[src/rtl/frogger_round_ctrl.sv]
// Frogger round/life controller: collision and goal detection driving the IDLE/RUNNING/HIT/SCORED/GAME_OVER FSM.
// All outputs are registered, with one cycle of latency from sampled inputs. There is no backpressure; inputs are sampled every cycle.
module frogger_round_ctrl #(
    parameter int c_NUM_LIVES    = 3,
    parameter int c_SCORE_LIMIT  = 99,
    parameter int c_GOAL_ROW     = 0,
    parameter int c_PAUSE_FRAMES = 60
) (
    input  logic       i_Clk,
    input  logic       i_Rst,
    input  logic       i_VSync,
    input  logic       i_Game_Start,
    input  logic [5:0] i_Frogger_X,
    input  logic [5:0] i_Frogger_Y,
    input  logic [5:0] i_Car_X_1,
    input  logic [5:0] i_Car_Y_1,
    input  logic [5:0] i_Car_X_2,
    input  logic [5:0] i_Car_Y_2,
    input  logic [5:0] i_Car_X_3,
    input  logic [5:0] i_Car_Y_3,
    output logic       o_Game_Active,
    output logic       o_Frogger_Reset,
    output logic [6:0] o_Score,
    output logic [3:0] o_Lives,
    output logic [2:0] o_State
);
    typedef enum logic [2:0] {
        S_IDLE      = 3'b000,
        S_RUNNING   = 3'b001,
        S_HIT       = 3'b010,
        S_SCORED    = 3'b011,
        S_GAME_OVER = 3'b100
    } state_t;

    localparam logic [3:0] LIVES_INIT = 4'(c_NUM_LIVES);
    localparam logic [6:0] SCORE_MAX  = 7'(c_SCORE_LIMIT);
    localparam logic [5:0] GOAL_ROW   = 6'(c_GOAL_ROW);
    localparam logic [7:0] PAUSE_LAST = 8'(c_PAUSE_FRAMES - 1);

    state_t     state_q, state_d;
    logic [6:0] score_q, score_d;
    logic [3:0] lives_q, lives_d;
    logic [7:0] pause_q, pause_d;
    logic       active_q, active_d;
    logic       frog_rst_q, frog_rst_d;
    logic       start_q, vsync_q;
    logic       start_edge, frame_tick, collision, goal;

    assign start_edge = i_Game_Start & ~start_q;
    assign frame_tick = vsync_q & ~i_VSync;
    assign collision  = ((i_Frogger_X == i_Car_X_1) && (i_Frogger_Y == i_Car_Y_1)) ||
                        ((i_Frogger_X == i_Car_X_2) && (i_Frogger_Y == i_Car_Y_2)) ||
                        ((i_Frogger_X == i_Car_X_3) && (i_Frogger_Y == i_Car_Y_3));
    assign goal       = (i_Frogger_Y == GOAL_ROW);

    always_comb begin
        state_d    = state_q;
        score_d    = score_q;
        lives_d    = lives_q;
        pause_d    = pause_q;
        frog_rst_d = 1'b0;
        case (state_q)
            S_IDLE, S_GAME_OVER: begin
                if (start_edge) begin
                    state_d    = S_RUNNING;
                    score_d    = '0;
                    lives_d    = LIVES_INIT;
                    frog_rst_d = 1'b1;
                end
            end
            S_RUNNING: begin
                pause_d = '0;
                if (collision) begin
                    state_d = S_HIT;
                    lives_d = (lives_q == 4'd0) ? 4'd0 : lives_q - 4'd1;
                end else if (goal) begin
                    state_d = S_SCORED;
                    score_d = (score_q >= SCORE_MAX) ? SCORE_MAX : score_q + 7'd1;
                end
            end
            S_HIT, S_SCORED: begin
                if (frame_tick) begin
                    if (pause_q == PAUSE_LAST) begin
                        pause_d = '0;
                        // A round ends the game when lives run out (HIT) or the score tops out (SCORED).
                        if ((state_q == S_HIT && lives_q == 4'd0) ||
                            (state_q == S_SCORED && score_q == SCORE_MAX)) begin
                            state_d = S_GAME_OVER;
                        end else begin
                            state_d    = S_RUNNING;
                            frog_rst_d = 1'b1;
                        end
                    end else begin
                        pause_d = pause_q + 8'd1;
                    end
                end
            end
            default: state_d = S_IDLE;
        endcase
        active_d = (state_d == S_RUNNING);
    end

    always_ff @(posedge i_Clk) begin
        if (i_Rst) begin
            state_q    <= S_IDLE;
            score_q    <= '0;
            lives_q    <= LIVES_INIT;
            pause_q    <= '0;
            active_q   <= 1'b0;
            frog_rst_q <= 1'b0;
            start_q    <= 1'b1;
            vsync_q    <= 1'b1;
        end else begin
            state_q    <= state_d;
            score_q    <= score_d;
            lives_q    <= lives_d;
            pause_q    <= pause_d;
            active_q   <= active_d;
            frog_rst_q <= frog_rst_d;
            start_q    <= i_Game_Start;
            vsync_q    <= i_VSync;
        end
    end

    assign o_Game_Active   = active_q;
    assign o_Frogger_Reset = frog_rst_q;
    assign o_Score         = score_q;
    assign o_Lives         = lives_q;
    assign o_State         = state_q;
endmodule

[config.mk]
export PLATFORM = sky130hd
export DESIGN_NAME = frogger_round_ctrl
export DESIGN_NICKNAME = d
export VERILOG_FILES = /design/src/rtl/frogger_round_ctrl.sv
export SDC_FILE = /design/constraint.sdc
export NUM_CORES = 1
export LEC_CHECK = 0
export CAP_MARGIN = 20
export CORE_UTILIZATION = 47
export DETAILED_ROUTE_END_ITERATION = 8
export PLACE_DENSITY_LB_ADDON = 0.12
export SETUP_SLACK_MARGIN = 0.1
export SLEW_MARGIN = 30
export SYNTH_ARGS = -nofsm -noshare
export SYNTH_HDL_FRONTEND = slang
export SYNTH_SLANG_ARGS = --single-unit
[constraint.sdc]
create_clock -name i_Clk -period 5.8 [get_ports i_Clk]
set_input_delay 1.45 -clock i_Clk [delete_from_list [all_inputs] [get_ports i_Clk]]
set_output_delay 1.45 -clock i_Clk [all_outputs]
set_load 0.01 [all_outputs]
* Yosys cells after proc, flatten, opt, wreduce, memory -nomap -nowiden *
Index checks and enable logic that the tools add are counted.

word-level totals
  output and inout port bits = 16
  input port bits = 52
  memory bits (read-only) = 0
  memory bits (writable) = 0
  bits in latches = 0
  memories kept = 0
  logic and storage cells = 76
  flip-flop bits (word level) = 26

operators by class
  multipliers = 0
  magnitude comparators = 1
  equal/unequal tests = 18
  $add $sub $neg = 3
  bitwise gates (word level) = 4
  reduce and logical (&&, ||, !) cells = 18
  mux-type cells = 24
  div/mod/pow operators = 0
  shift-type cells = 0

operators with widths
  operator                                                  number
  equality test 6 bit                                       6
  2-to-1 mux 7 bit                                          4
  2-to-1 mux 3 bit                                          6
  2-to-1 mux 8 bit                                          2
  one-hot mux 8 bit (2 select lines)                        1
  one-hot mux 7 bit (2 select lines)                        1
  2-to-1 mux 4 bit                                          3
  inequality test 2 bit, second input constant              5
  one-hot mux 3 bit (3 select lines)                        1
  adder 8 x 1 -> 8 bit, second input constant               1
  equality test 8 x 6 -> 1 bit, second input constant       1
  one-hot mux 4 bit (2 select lines)                        1
  adder 7 x 1 -> 7 bit, second input constant               1
  equality test 7 bit, second input constant                1
  greater-or-equal comparator 7 bit, second input constant  1
  equality test 3 x 1 -> 1 bit, second input constant       2
  equality test 3 x 2 -> 1 bit, second input constant       2
  zero test 6 bit                                           1
  logical AND 1 bit                                         5
  zero test 4 bit                                           1
  2-to-1 mux 1 bit                                          4
  AND reduction 4 bit                                       1
  nonzero test 2 bit                                        2
  OR reduction 2 bit                                        2
  other kinds (9)                                           13

* Longest topological paths before layout *
  word-level depth = 8
  depth in mapped cells = 7
  gate-level depth less buffers = 7

* Worst setup path before layout *
No wires, ideal clock.

  kind = in2reg
  from = input port i_Frogger_Y[2]
  to = register score_q[2], in the netlist o_Score[2]
  required time = 5.713 ns
  data arrival time = 2.798 ns
  library setup time = 0.087 ns
  path slack = 2.915 ns
  cell stages on the path = 5
  cell sequence = or4_4 > nor3_4 > a21oi_2 > or3_4 > o31ai_1

on the way
  cells in the longest elaborated chain, start to end = 6
  elaborated cells between the ends (all ways) = 12
  classes of those cells = eq/ne: 5; reduce/logical: 7

RTL lines
  item                                           line    source
  start, declared                                14      input logic [5:0] i_Frogger_Y,
  equality test 6 bit, on equally long branches  51, 52
  logical AND 1 bit, on equally long branches    51, 52
  logical OR 1 bit                               51      assign collision = ((i_Frogger_X == i_Car_X_1) && (i_Frogger_Y == i_Car_Y_1)) ||
  logical OR 1 bit                               52      ((i_Frogger_X == i_Car_X_2) && (i_Frogger_Y == i_Car_Y_2)) ||
  inequality test 2 bit (no line)                n/a
  AND reduction 4 bit (no line) (*)              n/a
  end signal, assigned                           115     score_q <= score_d;
  end, declared                                  41      logic [6:0] score_q, score_d;

Every way passes the cells marked *; elsewhere a longest branch is shown, timed or not.
A chain may end at the register's enable or synchronous reset.

* Final worst setup path *
  from = input port i_Frogger_Y[2]
  to = register score_q[5], in the netlist o_Score[5]

Same word-level chain as after synthesis.

==> flow_summary.json <==
{
  "period_needed_ns": 3.77,
  "cap_violations": 0,
  "hold_viol_final": 0,
  "synth_common_cells": "xor2_1 (39), dfxtp_1 (26), nor2_1 (22)",
  "post-cts-setup-buffers": 0,
  "row_count": 21,
  "drc_errors": 0,
  "max_freq_mhz": 265,
  "cts-root-buf": "clkbuf_4",
  "initial_core_util": 0.500,
  "nets": 326,
  "grt_pass1_vias": 1593,
  "worstPathRequired_ns": 6.08,
  "ctsHtreeMaxLevel": 1,
  "synthTopCellsByArea": "dfxtp_1 (31%), xor2_1 (20%), nor2_1 (4.9%), nor4_1 (4.1%), nand2_1 (2.9%)",
  "outcome": "completed",
  "area_delta_synth_final_pct": 44.3,
  "cp-end-kind": "flip-flop",
  "core_area_um2": 3390,
  "dp_hpwl_mm": 3.36,
  "clkTransAtPathRegs_ns": 0.14,
  "syn_avg_cell_area_um2": 8.35,
  "synthDominantCellAreaShare": 0.307,
  "place_area_um2": 2410,
  "hold_buffers": 0,
  "worstPathArrival_ns": 4.06,
  "cts_buffers": 3,
  "ys.flop_type": "dfxtp_1",
  "p_leak_uw": 0.000885,
  "rsz0062_at_grt": "false",
  "setup_viol": 0,
  "ant_nets": 0,
  "die_w_um": 62.1,
  "worst_hold_slack_ns": 0.490,
  "cts_sinks": 26,
  "syn_inst": 203,
  "die_h_um": 62.1,
  "grt_max_degree": 15,
  "synth.distinct_cells": 45,
  "grt-ovfl-total": 0,
  "async_reset_ff_frac": 0,
  "final_layout_size_suffix_gt1_frac": 0.0480,
  "wl_mm": 4.08,
  "grt.total_usage": 0.224,
  "maxSlewHeadroom": 0.442,
  "design_area_um2": 2450,
  "drtPass1Iterations": 4,
  "synth_edf_count": 0,
  "finalMaxSlewViolations": 0,
  "io_pins": 68,
  "fill_cells": 263,
  "syn_area_um2": 1700,
  "n_antenna_cell": 0,
  "yosys_warnings": 0,
  "synth_top_cell_by_area": "dfxtp_1",
  "tightest_slew_ns": 0.833,
  "path_max_fanout": 11,
  "ys_ff_latch": 26,
  "clock_skew_ns": 0.00664,
  "syn-num-nets": 257,
  "gp_congestion": 0.893,
  "tritoncts": "built",
  "p_per_area_nw_per_um2": 145,
  "grt_pass1_wl_mm": 6.56,
  "worstSetupPathType": "primary input to flip-flop",
  "dr_total_vias": 1735,
  "port_buffers": 67,
  "period_share": 0.651,
  "wl_per_cell_um": 12.9,
  "hold_path.class": "flip-flop to flip-flop",
  "synth_most_common_cell": "xor2_1",
  "clock_path_buffers": 2,
  "clkLatencyLatePin_ns": 0.33,
  "tns_ns": 0,
  "dieArea_um2": 3850,
  "ir_worst_vdd_mv": 0.0700,
  "antenna_found_initial": 0,
  "start_kind": "primary input",
  "vias_per_cell": 5.47,
  "yosysSeqAreaShare": 0.307,
  "drt_iter0_drc": 112,
  "ctsResizeCount": 0
}
## layout make-up
cell class                 count  area [um2]  share of cell area
timing repair buffer          67         671               0.274
tap                           46        57.6              0.0235
inverter                       6        22.5             0.00921
clock buffer                   4        36.3              0.0148
sequential                    26         520               0.213
multi-input combinational    168        1140               0.465
## cell families after synthesis
logic type | count (synthesis) | synth area share
compound gates | 39 | 0.169
xor+xnor | 41 | 0.212
fa+ha+maj | 2 | 0.0148
buf+inv | 9 | 0.0214
flops | 26 | 0.307
mux | 1 | 0.00590
simple gates | 85 | 0.270
## registers in the layout, summed over array words and instances, names as in the netlist
register	count
o_Game_Active	1
pause_q	8
start_q	1
o_State	3
o_Frogger_Reset	1
vsync_q	1
o_Lives	4
o_Score	7
## power breakdown
group,leakage (uW),total (uW),internal [uW],switching (uW)
logic,0.000654,81.1,48.3,32.9
registers,0.000210,182,181,1.20
clock network,0.0000210,92.8,38.4,54.3
total,0.000885,356,267,88.4
## path summary, 6_finish.rpt
path,startpoint,slack (ns),endpoint,cells past startpoint
worst max-delay path,i_Frogger_Y[2],2.03,o_Score[5],7
worst min-delay path,pause_q[1],0.49,pause_q[1],2
worst max register to register,o_State[0],3.56,o_Score[5],4
worst min register to register,pause_q[1],0.49,pause_q[1],2
## placed cells by master, fill, tap and decap left out, types with 2 or more instances in the layout
master           count
a211o_1              3
a21boi_0             2
a21o_1               2
a21oi_1              4
a311oi_1             2
and3_1               4
clkbuf_4             3
clkdlybuf4s50_1     67
dfxtp_1             26
ha_1                 2
inv_1                6
nand2_1             13
nand2b_1             6
nand3_1              7
nand4_1              5
nor2_1              22
nor3_1               3
nor3b_1              2
nor4_1              11
o21ai_0              5
o21ai_1              3
o311ai_0             4
o31ai_1              3
or2_2                3
or3_1                3
xnor2_1              2
xor2_1              39
## worst max-delay path: stages
cell,delay [ns]
clkdlybuf4s50_1,0.52
xor2_1,0.21
nor4_1,0.43
nand3_1,0.20
a31oi_1,0.69
o21ai_0,0.24
o2bb2a_1,0.31
## through the flow
stage	power [uW]	util	setup WS, ns	std cells
finish	356	0.722	2.03	317
CTS	358	0.722	2.12	317
detailed placement	267	0.711	1.76	313
floorplan	216	-	2.92	203
global placement	266	0.711	1.84	313
global route	372	0.722	1.82	317
## metal layers
layer / vias up / GRT usage / share of wire
li1: 872 / - / -
met1: 772 / 0.265 / 0.43
met2: 82 / 0.383 / 0.48
met3: 9 / 0.0476 / 0.062
met4: 0 / 0.111 / 0.024
met5: - / 0 / 0
Power figures use the tool's default switching activity.
